**config.mk**
```make
export PLATFORM = sky130hd
export DESIGN_NAME = data_arbiter
export DESIGN_NICKNAME = d
export VERILOG_FILES = /design/src/rtl/arb_pkg.sv /design/src/rtl/arb_out_reg.sv /design/src/rtl/data_arbiter.sv
export SDC_FILE = /design/constraint.sdc
export NUM_CORES = 1
export LEC_CHECK = 0
export ABC_AREA = 1
export CORE_ASPECT_RATIO = 1.5
export CORE_UTILIZATION = 55
export DETAILED_ROUTE_END_ITERATION = 8
export DONT_BUFFER_PORTS = 1
export PLACE_DENSITY = 0.68
export SYNTH_ARGS = -nofsm -noshare
export SYNTH_HDL_FRONTEND = slang
export SYNTH_HIERARCHICAL = 1
export SYNTH_SLANG_ARGS = --single-unit
```
**constraint.sdc**
```tcl
create_clock -name CLK -period 3 [get_ports CLK]
set_input_delay 0.6 -clock CLK [delete_from_list [all_inputs] [get_ports CLK]]
set_output_delay 0.6 -clock CLK [all_outputs]
set_load 0.02 [all_outputs]
```
**src/rtl/arb_pkg.sv**
```systemverilog
// Shared types and widths for the two-source data arbiter.
// The optional beat counters are built only when ARB_CNT_EN is defined.
package arb_pkg;

    typedef enum logic [1:0] {
        IDLE = 2'd0,
        GNT0 = 2'd1,
        GNT1 = 2'd2
    } arb_state_e;

    localparam int ARB_DW = 32;
    localparam int BCNT_W = 4;
    localparam int CNT_W  = 16;

    // Beat counters stick at all-ones rather than wrapping.
    function automatic logic [CNT_W-1:0] sat_inc(input logic [CNT_W-1:0] c);
        return (&c) ? c : c + 1'b1;
    endfunction

endpackage

```
**src/rtl/arb_out_reg.sv**
```systemverilog
// Single-entry output register: loads a granted beat, drains on consumer ready.
module arb_out_reg
#(
    parameter int DW = 32
)
(
    input  logic          clk,
    input  logic          rst_n,
    input  logic          ld,
    input  logic [DW-1:0] ld_data,
    input  logic          ld_src,
    input  logic          ld_last,
    input  logic          drain,
    output logic          vld,
    output logic [DW-1:0] data,
    output logic          src,
    output logic          last
);

    // A load in the same cycle as a drain wins, giving one beat per cycle.
    always_ff @(posedge clk or negedge rst_n) begin
        if (!rst_n) begin
            vld  <= 1'b0;
            data <= '0;
            src  <= 1'b0;
            last <= 1'b0;
        end else if (ld) begin
            vld  <= 1'b1;
            data <= ld_data;
            src  <= ld_src;
            last <= ld_last;
        end else if (drain) begin
            vld  <= 1'b0;
        end
    end

endmodule

```
**src/rtl/data_arbiter.sv**
```systemverilog
// Round-robin arbiter for two valid/ready sources with bounded bursts.
// Define ARB_CNT_EN to add per-source saturating beat counters and CNT_CLR.
module data_arbiter
    import arb_pkg::*;
#(
    parameter int DW        = ARB_DW,
    parameter int BURST_MAX = 4
)
(
    input  logic          CLK,
    input  logic          RST_N,
    input  logic          REQ0_VALID,
    input  logic [DW-1:0] REQ0_DATA,
    input  logic          REQ0_LAST,
    output logic          REQ0_READY,
    input  logic          REQ1_VALID,
    input  logic [DW-1:0] REQ1_DATA,
    input  logic          REQ1_LAST,
    output logic          REQ1_READY,
    output logic          OUT_VALID,
    output logic [DW-1:0] OUT_DATA,
    output logic          OUT_SRC,
    output logic          OUT_LAST,
    input  logic          OUT_READY
`ifdef ARB_CNT_EN
    ,
    input  logic             CNT_CLR,
    output logic [CNT_W-1:0] GNT_CNT0,
    output logic [CNT_W-1:0] GNT_CNT1
`endif
);

    arb_state_e           state;
    logic                 last_gnt;
    logic [BCNT_W-1:0]    bcnt;

    logic [1:0]           req_vld;
    logic [1:0]           req_last;
    logic [1:0][DW-1:0]   req_data;
    logic [1:0]           rdy;
    logic [1:0]           acc;
    logic                 out_free;
    logic                 sel;
    logic                 ld;
    logic                 burst_end;

    assign req_vld  = {REQ1_VALID, REQ0_VALID};
    assign req_last = {REQ1_LAST,  REQ0_LAST};
    assign req_data = {REQ1_DATA,  REQ0_DATA};

    // The output slot is free when empty or being drained this cycle.
    assign out_free  = !OUT_VALID || OUT_READY;
    assign rdy[0]    = (state == GNT0) && out_free;
    assign rdy[1]    = (state == GNT1) && out_free;
    assign acc       = req_vld & rdy;
    assign sel       = (state == GNT1);
    assign ld        = |acc;
    assign burst_end = ld && (req_last[sel] || (bcnt == BCNT_W'(BURST_MAX - 1)));

    assign REQ0_READY = rdy[0];
    assign REQ1_READY = rdy[1];

    always_ff @(posedge CLK or negedge RST_N) begin
        if (!RST_N) begin
            state    <= IDLE;
            last_gnt <= 1'b1;
            bcnt     <= '0;
        end else begin
            case (state)
                IDLE: begin
                    case (req_vld)
                        2'b01:   state <= GNT0;
                        2'b10:   state <= GNT1;
                        2'b11:   state <= last_gnt ? GNT0 : GNT1;
                        default: state <= IDLE;
                    endcase
                end
                GNT0, GNT1: begin
                    // A dropped VALID holds the grant; only LAST or the burst cap end it.
                    if (burst_end) begin
                        state    <= IDLE;
                        last_gnt <= sel;
                        bcnt     <= '0;
                    end else if (ld) begin
                        bcnt     <= bcnt + 1'b1;
                    end
                end
                default: state <= IDLE;
            endcase
        end
    end

    arb_out_reg #(.DW(DW)) u_out (
        .clk     (CLK),
        .rst_n   (RST_N),
        .ld      (ld),
        .ld_data (req_data[sel]),
        .ld_src  (sel),
        .ld_last (req_last[sel]),
        .drain   (OUT_READY),
        .vld     (OUT_VALID),
        .data    (OUT_DATA),
        .src     (OUT_SRC),
        .last    (OUT_LAST)
    );

`ifdef ARB_CNT_EN
    logic [1:0][CNT_W-1:0] gnt_cnt;

    // Clear takes priority over a same-cycle increment.
    always_ff @(posedge CLK or negedge RST_N) begin
        if (!RST_N) begin
            gnt_cnt <= '0;
        end else if (CNT_CLR) begin
            gnt_cnt <= '0;
        end else begin
            for (int i = 0; i < 2; i++) begin
                if (acc[i]) gnt_cnt[i] <= sat_inc(gnt_cnt[i]);
            end
        end
    end

    assign GNT_CNT0 = gnt_cnt[0];
    assign GNT_CNT1 = gnt_cnt[1];
`endif

endmodule

```
* Word level (Yosys, flattened, before mapping) *
Index checks and enable logic that the tools add are counted.

cells by class
  equal/unequal tests = 7
  muxes and demuxes = 12
  bitwise gates (word level) = 1
  order comparisons = 1
  reductions and logical operators = 13
  add/sub/neg operators = 1

operator list
  cell                 count
  $mux 32              2
  $mux 4               2
  $eq 2x2->1 const B   3
  $pmux 2 s3           1
  $add 4x1->4 const B  1
  $eq 2x1->1 const B   2
  $eq 4x2->1 const B   1
  $mux 1               4
  $mux 2               2
  $pmux 2 s2           1
  $reduce_and 2->1     2
  $reduce_bool 2->1    2
  $reduce_or 2->1      2
  $logic_and 1x1->1    3
  $and 2x2->2          1
  $logic_not 2->1      1
  $logic_or 1x1->1     2
  $lt 1x2->1 const B   1
  $ne 2x2->1 const B   1
  $logic_not 1->1      1

storage, ports and cells
  logic and storage cells = 42
  register bits after elaboration = 42

* Logic depth before layout (Yosys ltp) *
  depth in word-level cells = 8
  mapped depth = 11
  depth with buffers taken out = 10

* Hierarchy *
The synthesis kept the hierarchy.

modules (own cells, without submodules)
  module        instances  area an instance (µm²)  sequential area each (µm²)  cells an instance
  arb_out_reg   1          1378.8                  875.8                       148
  data_arbiter  1          985.9                   176.4                       183

* Least setup slack after synthesis *
No wires, ideal clock.

  path type = flip-flop to output port
  start point = register state[0]
  end point = output REQ1_READY
  data required time = 2.400 ns
  stages on the path, launching flop included = 7
  slack = 1.081 ns
  data arrival time = 1.319 ns
  path buffers = 2
  cell sequence = dfrtp_1 inv_1 ha_1 buf_6 inv_4 buf_2 a21oi_1

on the way
  cells in the longest elaborated chain, start to end = 2

ends and longest elaborated chain
  item                    RTL line            RTL
  start, declared         data_arbiter.sv:33  arb_state_e state;
  start signal, assigned  data_arbiter.sv:74  2'b11: state <= last_gnt ? GNT0 : GNT1;
  $eq 2x2->1              n/a
  via sel                 data_arbiter.sv:43  logic sel;
  $logic_and 1x1->1       data_arbiter.sv:54  assign rdy[1] = (state == GNT1) && out_free;
  end, declared           data_arbiter.sv:19  output logic REQ1_READY,

The timed path passes the listed nets, and every way through them passes these cells.

* Final worst setup path *
Ends and elaborated chain as after synthesis.

==> run summary <==
Outcome: completed
DRT iter0 DRCs: 68
DR vias: 1,873
Area growth from synthesis to layout: 3.545%
Final antenna diode count: 0
Count of yosys warnings during synthesis: 6
Leak: 1.430 nW
Final Util: 60.78%
Slew Limit Fails: 0
Vias per cell: 5.021
Max IR drop VDD: 0.0006916 V
Max_slew headroom: 55.73%
Clock Latency Late Sink: 0.29 ns
Worst reg2reg endpoint: u_out/data[16]
Crit Path Category: reg -> out
Met1 WL: 2037 µm
CP arrival: 1.70 ns
Post-CTS Hold Buffers: 1
Htree depth: 2
Avg Synthesized Cell Area: 7.144 µm²
Placer Congestion: 0.7262
DR DRC count: 0
Sequential fraction of the synthesis area: 44.50%
DRT Wirelength: 4606 µm
Cell variety after synth: 23
CTS tree: done
Core area: 4029 µm²
Reg-to-Reg Start: state[0]
Die height: 82.31 µm
Total of max-cap violations: 0
Rows: 28
Total gr overflow: 0
Initial Util: 58.70%
Final Critical Period: 2.296 ns
Least-Margin Pin Slew: 0.6582 ns
RSZ-0062 raised after global routing: no
Metal3 WL: 282 µm
Worst r2r path cells: 8
Commonest non-fill, non-tap cell in the layout: nand2_1
Final Skew: 0.003508 ns
Synthesized Nets: 406
Most frequent cells in the layout: 213 x nand2_1, 41 x dfrtp_1, 13 x nand2_2, 12 x inv_1, 9 x nand3_1
Number of I/O pins: 108
Port bufs: 0
Die area: 4571 µm²
Final Cycle Share: 76.54%
Die Wd: 55.54 µm
Post-cts gate resize count: 0
Crit. End Element: output pin
Post-DP HPWL: 3170 µm
Number of global-route vias before repair: 1,684
Power Total: 2.668 mW
CP required: 2.40 ns
Root Driver: clkbuf_8
Total CTS buffers: 5
Clock Path Buffers: 2
Synth Cell Area: 2365 µm²
Critical Path Fanout Max: 35
R2r setup slk: 1.12 ns
Top Metal Used: met4
Fillers: 397
Largest net degree at the start of global routing: 44
Layout cells sized above 1: 10.98%
Worst-path clk slew: 0.07 ns
Detail Route met2 WL: 2221 µm
Gr usage total: 20.87%
Final setup fails: 0
# clock sinks: 42
#FFs+latches synth: 42
Primary FF master, synth: dfrtp_1
First-pass GRT wire length: 7527 µm
Startpoint types: register
DRT antenna net count: 0
Routed len/inst: 12.35 µm
Final Hold Viols: 0
DRT Pass-1 Iters: 4
PD cells: 1090 nW/µm²
F_max: 435.5 MHz
Synthesized instance count: 331
# nets final: 402
HP Class: in -> async
Antenna violations before repair: 0
Setup_tns: 0 ns
Synth async-reset ratio: 100.0%
Post-CTS Setup Bufs: 0
Post-synth EDFFs: 0
==> kinds of logic after synthesis <==
kind of cell	synth area share [%]
simple gates	44.18
flops	44.50
buf+inv	8.095
fa+ha+maj	2.116
compound gates	0.7405
xor+xnor	0.3704
==> metrics by stage <==
stage	worst slack [ns]	cell area [µm²]	std cells	hold WS, ns
2_1_floorplan	1.081	2365	331	0.3044
3_3_place_gp	1.053	2322	364	0.3051
3_5_place_dp	0.9950	2322	364	0.3052
4_1_cts	0.6781	2449	373	0.1383
5_1_grt	0.5322	2449	373	0.1299
6_report	0.7039	2449	373	0.1474
==> Yosys cell counts, types with 2 or more instances <==
cell type / instances / area (µm²)
buf_4: 2 / 15.01
buf_6: 5 / 56.30
ha_1: 4 / 50.05
nand4_1: 4 / 25.02
nand2_1: 213 / 799.5
nand3_2: 2 / 20.02
inv_2: 2 / 7.510
dfrtp_1: 41 / 1026
buf_2: 7 / 35.03
inv_1: 12 / 45.04
nor2_1: 3 / 11.26
nand2_2: 13 / 81.33
nand2_4: 5 / 56.30
nand3_1: 9 / 45.04
==> report_power, final <==
| part | internal, mW | switching, mW | leakage (nW) |
|---|---|---|---|
| clock | 0.249 | 0.185 | 0.0524 |
| combinational | 0.325 | 0.645 | 0.850 |
| sequential | 0.815 | 0.449 | 0.528 |
| total | 1.39 | 1.28 | 1.43 |
==> critical path: stages (launching register included) <==
cell     delay [ns]
dfrtp_1        0.38
inv_1          0.07
ha_1           0.21
buf_4          0.21
inv_4          0.29
a21oi_1        0.07
buf_4          0.17
==> registers in the layout, indices dropped and copies added, names as in the netlist <==
name	count
u_out/src	1
u_out/data	32
u_out/last	1
bcnt	4
state	2
u_out/vld	1
last_gnt	1
==> layer usage <==
metal	vias up	track usage [%]
li1	983	-
met1	818	25.43
met2	67	36.02
met3	5	4.984
met4	0	8.000
met5	-	0
==> worst max path at each step <==
stage	from	endpoint	slack [ns]	cells past startpoint
6_report	state[0]	REQ1_READY	0.70	6
5_1_grt	state[0]	REQ1_READY	0.53	6
4_1_cts	state[0]	REQ1_READY	0.68	6
3_5_place_dp	state[0]	REQ1_READY	1.0	6
3_3_place_gp	state[0]	REQ1_READY	1.05	6
2_1_floorplan	state[0]	REQ1_READY	1.08	6
==> layout make-up <==
class	instances	area, µm²	share of cell area, %
Sequential cell	42	1052	42.97
Timing Repair Buffer	4	42.54	1.737
Clock buffer	7	76.32	3.117
Inverter	16	70.07	2.862
Tap cell	45	56.30	2.299
Clock inverter	1	30.03	1.226
Multi-Input combinational cell	258	1121	45.78
Power figures use the tool's default switching activity.
